==> config.mk <==
export PLATFORM = sky130hd
export DESIGN_NAME = nw_job_controller_flat
export DESIGN_NICKNAME = d
export VERILOG_FILES = /design/src/rtl/nw_job_controller_if.sv /design/src/rtl/nw_job_controller.sv /design/src/flat_wrapper.sv
export SDC_FILE = /design/constraint.sdc
export NUM_CORES = 1
export LEC_CHECK = 0
export ABC_CLOCK_PERIOD_IN_PS = 4150
export BUFFER_PORTS_ARGS = -buffer_cell sky130_fd_sc_hd__buf_2
export CAP_MARGIN = 20
export CORE_MARGIN = 2
export CORE_UTILIZATION = 53
export DETAILED_ROUTE_END_ITERATION = 10
export MAX_ROUTING_LAYER = met4
export PLACE_DENSITY = 0.84
export SLEW_MARGIN = 20
export SYNTH_ARGS = -nofsm -noshare
export SYNTH_HDL_FRONTEND = slang
export SYNTH_SLANG_ARGS = --single-unit
==> constraint.sdc <==
create_clock -name clk -period 4.15 [get_ports clk]
set_input_delay 0.83 -clock clk [delete_from_list [all_inputs] [get_ports clk]]
set_output_delay 0.83 -clock clk [all_outputs]
set_load 0.03 [all_outputs]
==> src/rtl/nw_job_controller_if.sv <==
// Job/result handshake bundle between the host queue and nw_job_controller.
// master: host side (offers jobs, consumes results); slave: controller side.
interface nw_job_controller_if #(
  parameter int LENGTH = 10,
  parameter int CWIDTH = 2,
  parameter int SWIDTH = 16,
  parameter int IDW    = 4,
  parameter int CNTW   = 16
);
  logic                       job_valid;
  logic                       job_ready;
  logic [LENGTH*CWIDTH-1:0]   job_s1;
  logic [LENGTH*CWIDTH-1:0]   job_s2;
  logic [IDW-1:0]             job_id;

  logic                       res_valid;
  logic                       res_ready;
  logic signed [SWIDTH-1:0]   res_score;
  logic [IDW-1:0]             res_id;
  logic [CNTW-1:0]            res_cycles;
  logic                       res_timeout;

  modport master (
    output job_valid, job_s1, job_s2, job_id, res_ready,
    input  job_ready, res_valid, res_score, res_id,
    input  res_cycles, res_timeout
  );

  modport slave (
    input  job_valid, job_s1, job_s2, job_id, res_ready,
    output job_ready, res_valid, res_score, res_id,
    output res_cycles, res_timeout
  );
endinterface

==> src/rtl/nw_job_controller.sv <==
// Sequencer for one Needleman-Wunsch grid: accept job, clear, run, report.
// Ports: clk/reset (sync, active-high), job_if (job+result handshakes),
// grid_* (grid reset, held strings, score/valid back), busy, jobs_done.
module nw_job_controller #(
  parameter int LENGTH       = 10,
  parameter int CWIDTH       = 2,
  parameter int SWIDTH       = 16,
  parameter int IDW          = 4,
  parameter int CNTW         = 16,
  parameter int CLEAR_CYCLES = 2,
  parameter int TIMEOUT      = 1000
) (
  input  logic                       clk,
  input  logic                       reset,
  nw_job_controller_if.slave         job_if,
  output logic                       grid_reset,
  output logic [LENGTH*CWIDTH-1:0]   grid_s1,
  output logic [LENGTH*CWIDTH-1:0]   grid_s2,
  input  logic signed [SWIDTH-1:0]   grid_score,
  input  logic                       grid_valid,
  output logic                       busy,
  output logic [CNTW-1:0]            jobs_done
);

  localparam int SW = LENGTH * CWIDTH;
  localparam logic [CNTW-1:0] ONE      = CNTW'(1);
  localparam logic [CNTW-1:0] CLR_LAST = CNTW'(CLEAR_CYCLES - 1);
  localparam logic [CNTW-1:0] TO_LAST  = CNTW'(TIMEOUT - 1);
  localparam logic [CNTW-1:0] TO_VAL   = CNTW'(TIMEOUT);

  typedef enum logic [1:0] {
    IDLE,
    CLEAR,
    RUN,
    DONE
  } state_e;

  state_e                   state_q, state_d;
  logic [CNTW-1:0]          cnt_q, cnt_d;
  logic [SW-1:0]            s1_q, s1_d;
  logic [SW-1:0]            s2_q, s2_d;
  logic [IDW-1:0]           id_q, id_d;
  logic signed [SWIDTH-1:0] score_q, score_d;
  logic [CNTW-1:0]          cycles_q, cycles_d;
  logic                     tout_q, tout_d;
  logic [CNTW-1:0]          jobs_q, jobs_d;

  // cnt_q is shared: it times the clear phase, then the run phase.
  always_comb begin
    state_d  = state_q;
    cnt_d    = cnt_q;
    s1_d     = s1_q;
    s2_d     = s2_q;
    id_d     = id_q;
    score_d  = score_q;
    cycles_d = cycles_q;
    tout_d   = tout_q;
    jobs_d   = jobs_q;
    unique case (state_q)
      IDLE: begin
        if (job_if.job_valid) begin
          s1_d    = job_if.job_s1;
          s2_d    = job_if.job_s2;
          id_d    = job_if.job_id;
          cnt_d   = '0;
          state_d = CLEAR;
        end
      end
      CLEAR: begin
        if (cnt_q == CLR_LAST) begin
          cnt_d   = '0;
          state_d = RUN;
        end else begin
          cnt_d = cnt_q + ONE;
        end
      end
      RUN: begin
        // grid completion beats the timeout boundary
        if (grid_valid) begin
          score_d  = grid_score;
          cycles_d = cnt_q;
          tout_d   = 1'b0;
          state_d  = DONE;
        end else if (cnt_q == TO_LAST) begin
          score_d  = '0;
          cycles_d = TO_VAL;
          tout_d   = 1'b1;
          state_d  = DONE;
        end else begin
          cnt_d = cnt_q + ONE;
        end
      end
      DONE: begin
        if (job_if.res_ready) begin
          jobs_d  = jobs_q + ONE;
          state_d = IDLE;
        end
      end
      default: state_d = IDLE;
    endcase
  end

  always_ff @(posedge clk) begin
    if (reset) begin
      state_q  <= IDLE;
      cnt_q    <= '0;
      s1_q     <= '0;
      s2_q     <= '0;
      id_q     <= '0;
      score_q  <= '0;
      cycles_q <= '0;
      tout_q   <= 1'b0;
      jobs_q   <= '0;
    end else begin
      state_q  <= state_d;
      cnt_q    <= cnt_d;
      s1_q     <= s1_d;
      s2_q     <= s2_d;
      id_q     <= id_d;
      score_q  <= score_d;
      cycles_q <= cycles_d;
      tout_q   <= tout_d;
      jobs_q   <= jobs_d;
    end
  end

  // Control outputs decode the state register only.
  assign grid_reset         = (state_q == IDLE) || (state_q == CLEAR);
  assign job_if.job_ready   = (state_q == IDLE);
  assign job_if.res_valid   = (state_q == DONE);
  assign busy               = (state_q != IDLE);

  assign grid_s1            = s1_q;
  assign grid_s2            = s2_q;
  assign job_if.res_score   = score_q;
  assign job_if.res_id      = id_q;
  assign job_if.res_cycles  = cycles_q;
  assign job_if.res_timeout = tout_q;
  assign jobs_done          = jobs_q;

endmodule

==> src/flat_wrapper.sv <==
// flat-port wrapper written by rule: the top's interface ports become plain ports
module nw_job_controller_flat 
#(
  parameter int LENGTH       = 10,
  parameter int CWIDTH       = 2,
  parameter int SWIDTH       = 16,
  parameter int IDW          = 4,
  parameter int CNTW         = 16,
  parameter int CLEAR_CYCLES = 2,
  parameter int TIMEOUT      = 1000
)
  (clk, reset, grid_reset, grid_s1, grid_s2, grid_score, grid_valid, busy, jobs_done, job_if_job_valid, job_if_job_s1, job_if_job_s2, job_if_job_id, job_if_res_ready, job_if_job_ready, job_if_res_valid, job_if_res_score, job_if_res_id, job_if_res_cycles, job_if_res_timeout);
  nw_job_controller_if #(.LENGTH(LENGTH), .CWIDTH(CWIDTH), .SWIDTH(SWIDTH), .IDW(IDW), .CNTW(CNTW)) job_if_i ();
  input  logic clk;
  input  logic reset;
  output logic grid_reset;
  output logic [LENGTH*CWIDTH-1:0] grid_s1;
  output logic [LENGTH*CWIDTH-1:0] grid_s2;
  input  logic signed [SWIDTH-1:0] grid_score;
  input  logic grid_valid;
  output logic busy;
  output logic [CNTW-1:0] jobs_done;
  input wire logic [$bits(job_if_i.job_valid)-1:0] job_if_job_valid;
  input wire logic [$bits(job_if_i.job_s1)-1:0] job_if_job_s1;
  input wire logic [$bits(job_if_i.job_s2)-1:0] job_if_job_s2;
  input wire logic [$bits(job_if_i.job_id)-1:0] job_if_job_id;
  input wire logic [$bits(job_if_i.res_ready)-1:0] job_if_res_ready;
  output wire logic [$bits(job_if_i.job_ready)-1:0] job_if_job_ready;
  output wire logic [$bits(job_if_i.res_valid)-1:0] job_if_res_valid;
  output wire logic [$bits(job_if_i.res_score)-1:0] job_if_res_score;
  output wire logic [$bits(job_if_i.res_id)-1:0] job_if_res_id;
  output wire logic [$bits(job_if_i.res_cycles)-1:0] job_if_res_cycles;
  output wire logic [$bits(job_if_i.res_timeout)-1:0] job_if_res_timeout;
  assign job_if_i.job_valid = job_if_job_valid;
  assign job_if_i.job_s1 = job_if_job_s1;
  assign job_if_i.job_s2 = job_if_job_s2;
  assign job_if_i.job_id = job_if_job_id;
  assign job_if_i.res_ready = job_if_res_ready;
  assign job_if_job_ready = job_if_i.job_ready;
  assign job_if_res_valid = job_if_i.res_valid;
  assign job_if_res_score = job_if_i.res_score;
  assign job_if_res_id = job_if_i.res_id;
  assign job_if_res_cycles = job_if_i.res_cycles;
  assign job_if_res_timeout = job_if_i.res_timeout;
  nw_job_controller #(.LENGTH(LENGTH), .CWIDTH(CWIDTH), .SWIDTH(SWIDTH), .IDW(IDW), .CNTW(CNTW), .CLEAR_CYCLES(CLEAR_CYCLES), .TIMEOUT(TIMEOUT)) u_core (.clk(clk), .reset(reset), .job_if(job_if_i), .grid_reset(grid_reset), .grid_s1(grid_s1), .grid_s2(grid_s2), .grid_score(grid_score), .grid_valid(grid_valid), .busy(busy), .jobs_done(jobs_done));
endmodule
Yosys cells after proc, flatten, opt, wreduce, memory -nomap -nowiden
Cells that the tools add are included.
Widths: inputs -> output; s select.

cells by class
  add/sub/neg operators = 2
  multiply operators = 0
  divide/modulo/power cells = 0
  order comparisons = 0
  equal/unequal tests = 11
  shift operators = 0
  muxes and demuxes = 17
  bitwise gates (word level) = 0
  reduce and logical (&&, ||, !) cells = 10

operators by type and width
  cell                   number
  $mux 16                8
  $pmux 16 s3            1
  $add 16x1->16 const B  2
  $eq 16x1->1 const B    1
  $eq 16x10->1 const B   1
  $mux 2                 5
  $ne 2x2->1 const B     4
  $pmux 2 s4             1
  $reduce_and 4->1       2
  $reduce_and 2->1       3
  $eq 2x2->1 const B     2
  $reduce_bool 2->1      2
  $ne 3x2->1 const B     1
  $reduce_bool 3->1      1
  $eq 2x1->1 const B     1
  $logic_not 2->1        1
  $mux 1                 2
  $ne 2x1->1 const B     1
  $logic_or 1x1->1       1

storage, ports and cells
  register bits = 111
  bits in latches = 0
  memory bits (writable) = 0
  memory bits (read-only) = 0
  input port bits = 65
  output and inout bits = 97
  word-level logic and storage cells = 49
  memories = 0

Depth between registers and ports, before layout
Gate-level depths: netlist of run 1.

  depth after elaboration = 4
  depth in mapped cells = 10
  mapped depth without buffers = 7

Worst setup path before layout of run 1
Ideal clock, no wire load.

  path type = input port to flip-flop
  start point = input port grid_valid
  end point = register u_core.cnt_q[13]
  library setup time = 0.074 ns
  arrival time = 2.265 ns
  required time = 4.076 ns
  setup slack = 1.810 ns
  cell stages on the path = 7
  path buffers = 2
  path through = and2_1 > buf_2 > a41oi_4 > nand2_2 > buf_2 > or4_1 > a31oi_1

on the way
  word-level cells in the longest chain between the ends = 2

RTL lines
  item                               RTL line                  RTL
  start: declaration                 flat_wrapper.sv:20        input logic grid_valid;
  $ne 2x2->1 (no source line)        --
  $reduce_and 4->1 (no source line)  --
  end signal: assignment             nw_job_controller.sv:116  cnt_q <= cnt_d;
  end: declaration                   nw_job_controller.sv:39   logic [CNTW-1:0] cnt_q, cnt_d;

Every way passes these cells.
A chain may end at the register's enable or synchronous reset.

Final worst setup path of run 1
  start point = register u_core.state_q[0]
  end point = register u_core.cnt_q[9]

on the way
  word-level cells in the longest chain between the ends = 3
  elaborated cells between the ends (all ways) = 9
  classes of those cells = eq/ne (5); mux (1); reduce/logical (3)

RTL lines
  item                                                              RTL line                  RTL
  start: declaration                                                nw_job_controller.sv:38   state_e state_q, state_d;
  start signal: assignment                                          nw_job_controller.sv:115  state_q <= state_d;
  $eq 2x2->1 (tied with other cells)                                nw_job_controller.sv:59   unique case (state_q)
  $ne 2x2->1 (no source line) or $reduce_bool 3->1 (tied branches)  --
  $reduce_and 4->1 (no source line)                                 --

Parallel ways exist; a longest one is shown, timed or not.

==> key figures, run 1 <==
Run status
  – Status: finished, final reports clean

Timing
  – Time the worst path needs with I/O delays and setup: 2.883 ns
  – Max-slew violation count: 0
  – Fin Clk Skew: 0.01339 ns
  – # setup viols final: 0
  – Final Hold Fails: 0
  – Setup repair after global routing missed its margin: false
  – Max_slew headroom: about a third
  – Fmax: ~350 MHz
  – Fin crit share: between 60% and 70%
  – Worst-margin pin slew: approximately 1.0 ns
  – Worst Slack Setup Final: approximately 1.3 ns
  – Setup TNS: 0 ns

Worst setup path
  – Critical Path Fanout Max: 13
  – CP startpoint kind: register
  – WP data arrival: between 3 and 4 ns
  – Crit path required time: ~4.4 ns
  – R2R Path End: u_core.cnt_q[9]
  – R2R Setup Slk: 1.27 ns
  – CP Class: reg -> reg
  – Cells on worst reg2reg path: 7
  – Launching point of the worst reg2reg path: u_core.state_q[0]
  – Worst setup EP type: register

Pwr
  – VDD IR-drop max: 0.2475 mV
  – PwrDens: approximately 530 nW/um^2
  – Overall power: ~2.9 mW
  – Lkg Pwr: about 2.4 nW

Layout
  – Layout area overhead: 23.82%
  – Fillers: around 650
  – Design area: 5436 sq um
  – Layout cell share with drive strength beyond 1: 28.10%
  – Layout net count: around 740
  – Ant. Diodes: 0
  – Final Non-Filler Cells: just under 800

Detailed routing
  – WL/cell: roughly 14 um
  – Final WL: around 11000 um
  – Routed Antenna Nets: 0
  – DRC Markers: 0
  – Initial DRC Count: around 240
  – DR vias/cell: ~5.4
  – TritonRoute pass-1 iters: 5
  – Via count: 4198

Clock tree
  – Post-CTS setup buffers: 0
  – Clk sinks: roughly 110
  – CTS tree: built
  – CTS buffer count: 9
  – CTS root buf: clkbuf_8
  – Hold Buf Count CTS: 0
  – H-tree Lvls: 3
  – Clock Path Buffers: 2
  – Clock slew at reported path FFs: 0.10 ns
  – Post-CTS Resized: 0
  – Worst-skew pair later-pin latency: 0.36 ns

Place
  – DP Wirelength: 7791 um
  – Pre-CTS WS: 1.228 ns
  – Port Buffers: about 160
  – Cell area after placement: ~5200 sq um
  – Placed insts: between 700 and 800
  – RD Place Congestion: ~0.91

Worst hold path
  – WHS Path Cells: 2
  – Tightest Hold Check Type: reg -> reg
  – Hold Startpoint: u_core.grid_s2[17]
  – Hold endpoint: u_core.grid_s2[17]

Yosys
  – Area contributors post-synth: dfxtp_1 51%, nand2_1 9.0%, a21oi_1 5.8%
  – Ys Warns: 0
  – Most frequent cells after synthesis: 111 x dfxtp_1, 105 x nand2_1, 62 x nor2_1
  – Synth Instances: 520
  – Register area share after synthesis: around 51%
  – Most numerous cell in the Yosys netlist: dfxtp_1
  – Post-Syn Nets: a little under 600
  – Mapped Area: between 4000 and 5000 sq um
  – Synth async-reset ratio: 0%
  – Main synth FF type: dfxtp_1
  – Yosys top cell area share: 50.61%
  – Post-synth EDFFs: 0
  – Avg Cell Area, Syn: 8.443 sq um
  – Distinct cells, synth: 40
  – Area leader, netlist: dfxtp_1
  – Register bit count reported by yosys: between 100 and 150

Die
  – Die X: between 90 and 100 um
  – Starting density of the core: 53.98%
  – Die height: ~95 um
  – Row count: 33
  – Core area: 8134 sq um
  – Die area: between 9000 and 10000 sq um
  – IO Count: about 160

Global routing
  – Pin count of the biggest net entering global routing: 51
  – GRT overflow: 0
  – Number of antenna violations at the first check in global routing: 0
  – Vias in the first global route: 3786
  – First-pass GRT wire length: approximately 17000 um
  – GRT Resource Usage Total: about a quarter

Run
  – Max_cap viols: 0
cell type report:
class | count | area, sq um | area share (%)
Timing Repair Buffer | 166 | 843.3 | 15.51
Multi-Input combinational cell | 363 | 1977 | 36.36
Tap cell | 105 | 131.4 | 2.417
Clock inverter | 6 | 76.32 | 1.404
Clock buffer | 10 | 137.6 | 2.532
Inverter | 13 | 48.80 | 0.8976
Sequential cell | 111 | 2222 | 40.87
worst max-delay path by stage:
stage / from / end / slack, ns
after floorplan: grid_valid / u_core.cnt_q[13] / 1.81
after global placement: grid_valid / u_core.cnt_q[15] / 1.34
after detailed placement: grid_valid / u_core.cnt_q[9] / 1.23
after CTS: u_core.state_q[0] / u_core.cnt_q[5] / 1.37
after global routing: u_core.state_q[0] / u_core.cnt_q[9] / 1.01
final: u_core.state_q[0] / u_core.cnt_q[9] / 1.27
per-layer routing:
layer | global-route usage [%] | part of all wire (%)
met1 | 28.28 | 41
met4 | 7.729 | 1.3
met3 | 5.296 | 5.7
met2 | 41.61 | 52
met5 | - | 0
per-stage QoR:
stage          hold slack [ns]  util (%)
6_report                0.4582     66.84
5_1_grt                 0.4802     66.84
4_1_cts                 0.4594     66.82
3_5_place_dp            0.4451     64.19
3_3_place_gp            0.4395     64.19
2_1_floorplan           0.5015         -
power by group:
part           total [mW]  switching (mW)  internal (mW)
clock               0.679           0.374          0.305
combinational       0.931           0.660          0.271
sequential           1.26          0.0737           1.18
flip-flops by register name (all words and copies together) (netlist names):
register / count
u_core.job_if.res_timeout: 1
u_core.state_q: 2
u_core.jobs_done: 16
u_core.cnt_q: 16
u_core.job_if.res_cycles: 16
u_core.grid_s1: 20
u_core.job_if.res_id: 4
u_core.grid_s2: 20
u_core.job_if.res_score: 16
cell usage in the layout (no fill, tap or decap), types with 2 or more instances in the layout:
cell and instances:
buf_2 161, dfxtp_1 111, nand2_1 105, nor2_1 62, a21oi_1 51, a22oi_1 26, nand3_1 19, xor2_1 16
inv_1 13, clkbuf_8 10, nand4_1 8, nor3_1 7, ha_1 7, a211oi_1 6, xnor2_1 6, o21ai_0 5
buf_4 5, and4_1 4, or4_1 4, a31oi_1 4, and3_1 4, or3_1 3, and2_1 3, nor2b_1 3
a41oi_1 3, nor4_2 2, nor4_1 2, clkinvlp_4 2, inv_8 2
worst max-delay path, cell delays in order (launching register included):
cell and delay (ns):
dfxtp_1 0.39, inv_1 0.08, ha_1 0.26, nor2b_1 0.18
nor2_1 0.65, nand2_2 0.30, o21bai_1 0.76, nor2_1 0.12
logic make-up after synthesis:
family	synth area share, %
buffers and inverters	4.389
DFF	50.61
and+or+nand+nor	23.48
xor gates and xnor gates	4.389
muxes	0.2280
adders and majority gates	1.995
AOI/OAI and AO/OA	14.90
Note: power is estimated with default switching activity, not from simulation.
==> run 2: changes to the inputs <==
Settings changed: ABC_CLOCK_PERIOD_IN_PS 4150 to 2700, CORE_UTILIZATION 53 to 49, PLACE_DENSITY 0.84 to 0.78.
Clock period 4.15 ns to 2.7 ns, I/O delays scaled along.
==> key figures, run 2 (synthesized netlist as in run 1, its figures left out) <==
Layout
  – Ant. Diodes: 0
  – Layout net count: 739
  – Fillers: 764
  – Commonest non-fill, non-tap cell in the layout: buf_2
  – Most frequent cells in the layout: 161 x buf_2, 111 x dfxtp_1, 105 x nand2_1
  – Layout cell share with drive strength beyond 1: between 20% and 30%
  – Layout area overhead: 24.37%

Timing
  – Setup TNS: 0 ns
  – Fin crit share: ~86%
  – Max_slew headroom: slightly above 60%
  – # setup viols final: 0
  – Fmax: approximately 430 MHz
  – Setup repair after global routing missed its margin: false
  – Final Hold Fails: 0
  – Worst Slack Setup Final: around 0.36 ns
  – Max-slew violation count: 0
  – Time the worst path needs with I/O delays and setup: approximately 2.3 ns
  – Fin Clk Skew: 0.009682 ns
  – Worst-margin pin slew: between 0.5 and 0.6 ns
  – Worst Hold Margin: ~0.39 ns

Place
  – Pre-CTS WS: ~0.43 ns
  – DP Wirelength: roughly 7600 um
  – Port Buffers: ~160
  – RD Place Congestion: roughly 0.91

Clock tree
  – Post-CTS setup buffers: 0
  – Clock Path Buffers: 2
  – H-tree Lvls: 3
  – CTS root buf: clkbuf_8
  – Post-CTS Resized: 0
  – CTS tree: built
  – Worst-skew pair later-pin latency: 0.37 ns
  – Clock slew at reported path FFs: ~0.11 ns
  – Hold Buf Count CTS: 0
  – Clk sinks: about 110
  – CTS buffer count: 9

Global routing
  – First-pass GRT wire length: ~18000 um
  – Pin count of the biggest net entering global routing: 50
  – GRT Resource Usage Total: between 20 and 25%
  – Number of antenna violations at the first check in global routing: 0
  – Vias in the first global route: approximately 3800
  – GRT overflow: 0

Run status
  – Status: finished, final reports clean

Die
  – Row count: 34
  – Die area: ~9700 sq um
  – Die height: around 99 um
  – Core area: between 8000 and 9000 sq um
  – IO Count: 162
  – Starting density of the core: slightly above 50%
  – Die X: 98.66 um

Detailed routing
  – Final WL: about 11000 um
  – Initial DRC Count: around 240
  – Via count: 4085
  – Routed Antenna Nets: 0
  – DRC Markers: 0
  – DR vias/cell: between 5 and 6
  – TritonRoute pass-1 iters: 4
  – WL/cell: ~14 um

Worst setup path
  – Slowest CP cell: or4_1
  – Critical Path, Cell by Cell: inv_1 -> ha_1 -> nor4b_1 -> a41oi_1 -> o21ai_0 -> or4_1 -> a31oi_1
  – Max incr delay on CP: roughly 0.52 ns
  – Critical Path Fanout Max: 7
  – Crit path required time: about 3.0 ns
  – CP startpoint kind: register
  – WP data arrival: about 2.6 ns
  – Worst setup EP type: register
  – Cells on worst reg2reg path: 7
  – CP Class: reg -> reg

Pwr
  – Lkg Pwr: between 2 and 2.5 nW
  – Overall power: 4.457 mW
  – PwrDens: 816.2 nW/um^2
  – VDD IR-drop max: 0.3501 mV

Worst hold path
  – Tightest Hold Check Type: in -> reg
  – WHS Path Cells: 3

Run
  – Max_cap viols: 0
-- run 2: cell types whose count changed in the layout (fill, tap and decap cells not counted), sizes merged --
cell and delta:
buf +3, clkinvlp -1, clkbuf -1, inv +2
-- run 2: per-stage QoR --
stage                     util [%]  cell area, sq um  instances
after global placement       60.17              5248        764
after detailed placement     60.17              5248        764
after CTS                    62.61              5460        780
after global routing         62.61              5460        780
after floorplan                  -              4390        520
final                        62.61              5460        780
-- run 2: worst paths after layout --
| kind | startpoint | slack, ns | end |
|---|---|---|---|
| max reg2reg | u_core.cnt_q[1] | 0.36 | u_core.cnt_q[12] |
| min | job_if_job_s1[12] | 0.39 | u_core.grid_s1[12] |
| max | u_core.cnt_q[1] | 0.36 | u_core.cnt_q[12] |
| min reg2reg | u_core.grid_s1[10] | 0.46 | u_core.grid_s1[10] |
-- run 2: power by group --
group          total (mW)  switching, mW  leakage [nW]  internal (mW)
combinational        1.46           1.03          1.39          0.434
clock                1.06          0.609         0.106          0.454
sequential           1.93          0.108         0.902           1.82
total                4.46           1.75          2.40           2.71
-- run 2: per-layer routing --
metal | vias up | track usage, % | part of all wire, %
li1 | 2058 | - | -
met1 | 1882 | 27.71 | 45
met2 | 125 | 35.74 | 48
met3 | 20 | 4.184 | 4.7
met4 | 0 | 9.484 | 2.2
met5 | - | - | 0
-- run 2: worst max-delay path, delay by kind of cell, from the launching register on --
kind	cells	cell delay, ns
compound gates	3	0.89
fa+ha+maj	1	0.18
buf+inv	1	0.07
flops	1	0.45
simple gates	2	0.66
-- run 2: final cells by class --
| type | instances | area (sq um) | area share [%] |
|---|---|---|---|
| sequential | 111 | 2222 | 40.70 |
| clock buffer | 9 | 123.9 | 2.269 |
| clock inverter | 7 | 88.84 | 1.627 |
| inverter | 13 | 48.80 | 0.8937 |
| timing repair buffer | 169 | 865.8 | 15.86 |
| tap | 108 | 135.1 | 2.475 |
| multi-input combinational | 363 | 1976 | 36.18 |
==> run 3: changes to the inputs <==
Settings changed: CAP_MARGIN 20 to not set, CORE_MARGIN 2 to 3, PLACE_DENSITY 0.78 to not set, PLACE_DENSITY_LB_ADDON set to 0.05.
==> key figures, run 3 (synthesized netlist as in run 1, its figures left out) <==
Run status
  – Status: finished, final reports clean

Global routing
  – Pin count of the biggest net entering global routing: 47
  – GRT overflow: 0
  – First-pass GRT wire length: ~18000 um
  – Vias in the first global route: ~3700
  – GRT Resource Usage Total: between 20% and 30%
  – Number of antenna violations at the first check in global routing: 0

Detailed routing
  – Routed Antenna Nets: 0
  – TritonRoute pass-1 iters: 5
  – DRC Markers: 0
  – WL/cell: about 14 um
  – Via count: roughly 4100
  – Initial DRC Count: between 150 and 200
  – Final WL: 11020 um
  – DR vias/cell: 5.227

Worst setup path
  – Crit path required time: 2.98 ns
  – Slowest CP cell: or4_1
  – WP data arrival: between 2 and 3 ns
  – Max incr delay on CP: ~0.52 ns
  – CP startpoint kind: register
  – CP Class: reg -> reg
  – Worst setup EP type: register
  – Critical Path Fanout Max: 7
  – Critical Path, Cell by Cell: inv_1 -> ha_1 -> nor4b_1 -> a41oi_1 -> o21ai_0 -> or4_1 -> a31oi_1
  – Crit path buf inv count: 1
  – CP top delay family: compound AO/OA/AOI/OAI gates

Clock tree
  – Hold Buf Count CTS: 0
  – Clock Path Buffers: 2
  – H-tree Lvls: 3
  – Clock slew at reported path FFs: ~0.10 ns
  – Worst-skew pair later-pin latency: 0.36 ns
  – Clk sinks: 111
  – Post-CTS Resized: 0
  – CTS tree: built
  – CTS root buf: clkbuf_8
  – Post-CTS setup buffers: 0
  – CTS buffer count: 9

Timing
  – Time the worst path needs with I/O delays and setup: between 2 and 2.5 ns
  – Max-slew violation count: 0
  – Fin crit share: between 80 and 90%
  – Setup TNS: 0 ns
  – Worst-margin pin slew: between 0.5 and 0.6 ns
  – # setup viols final: 0
  – Max_slew headroom: between 60 and 70%
  – Fmax: roughly 430 MHz
  – Fin Clk Skew: roughly 0.010 ns
  – Final Hold Fails: 0
  – Setup repair after global routing missed its margin: false

Place
  – Port Buffers: around 160
  – RD Place Congestion: 0.8292
  – DP Wirelength: between 7000 and 8000 um

Die
  – Die area: between 10000 and 15000 sq um
  – Core area: between 8000 and 9000 sq um
  – Die height: slightly above 100 um
  – Starting density of the core: around half
  – IO Count: around 160
  – Die X: slightly above 100 um
  – Row count: 33

Layout
  – Commonest non-fill, non-tap cell in the layout: buf_2
  – Fillers: approximately 780
  – Area of the multi-input gates: between 1500 and 2000 sq um
  – Ant. Diodes: 0
  – Layout net count: 739
  – Most frequent cells in the layout: 161 x buf_2, 111 x dfxtp_1, 105 x nand2_1
  – Sequential cell area: between 2000 and 2500 sq um
  – Final core utilization: between 60% and 70%
  – Layout area overhead: 24.00%
  – Layout cell share with drive strength beyond 1: between 20% and 30%

Pwr
  – Power Internal: about 2.7 mW
  – Sw Ratio: between 30% and 40%
  – Lkg Pwr: approximately 2.4 nW
  – Seq pwr share: 44.4%
  – Psw: about 1.7 mW
  – VDD IR-drop max: roughly 0.3 mV
  – PwrDens: 799.2 nW/um^2
  – Comb pwr share: between 30% and 40%
  – Clock group share of total power: between 20% and 30%

Run
  – Max_cap viols: 0

Worst hold path
  – Tightest Hold Check Type: in -> reg
-- run 3: metal layers --
metal	wire length [um]	GRT usage (%)	up-vias	part of all wire [%]
li1	-	-	2060	-
met1	4928	27.99	1853	45
met2	5184	34.68	129	47
met3	773	6.367	14	7.0
met4	137	6.425	0	1.2
met5	0	-	-	0
-- run 3: worst register-to-register path, cell delays in order, from the launching register on --
cell     delay [ns]
dfxtp_1        0.46
inv_1          0.07
ha_1           0.17
nor4b_1        0.14
a41oi_1        0.41
o21ai_0        0.29
or4_1          0.52
a31oi_1        0.19
-- run 3: worst paths after layout --
kind | startpoint | endpoint | slack, ns | cells after the start
worst max-delay path | u_core.cnt_q[1] | u_core.cnt_q[13] | 0.35 | 7
worst min-delay path | job_if_job_s2[0] | u_core.grid_s2[0] | 0.40 | 3
worst min register to register | u_core.grid_s2[15] | u_core.grid_s2[15] | 0.46 | 2
worst max register to register | u_core.cnt_q[1] | u_core.cnt_q[13] | 0.35 | 7
-- run 3: power groups by stage --
| stage | sequential [mW] | clock [mW] | combinational [mW] |
|---|---|---|---|
| final | 1.93 | 0.963 | 1.46 |
| after global routing | 1.96 | 1.06 | 1.61 |
| after CTS | 1.93 | 0.998 | 1.46 |
| after detailed placement | 1.97 | 0 | 1.46 |
| after global placement | 1.96 | 0 | 1.44 |
| after floorplan | 2.27 | 0 | 0.738 |
-- run 3: layout make-up --
type / instances / area share, %
Sequential cell: 111 / 40.82
Multi-Input combinational cell: 363 / 36.29
Timing Repair Buffer: 169 / 16.13
Tap cell: 105 / 2.413
Clock buffer: 10 / 2.344
Clock inverter: 5 / 1.103
Inverter: 13 / 0.8963
-- run 3: per-stage QoR --
step,setup slack (ns),hold slack (ns),cell area [sq um],cells,power (mW)
finish,0.3539,0.4032,5444,776,4.351
detailed placement,0.4330,0.4439,5256,761,3.428
global route,0.2047,0.3865,5444,776,4.619
global placement,0.5238,0.4381,5256,761,3.400
CTS,0.3874,0.3829,5444,776,4.392
floorplan,0.4935,0.5015,4390,520,3.009
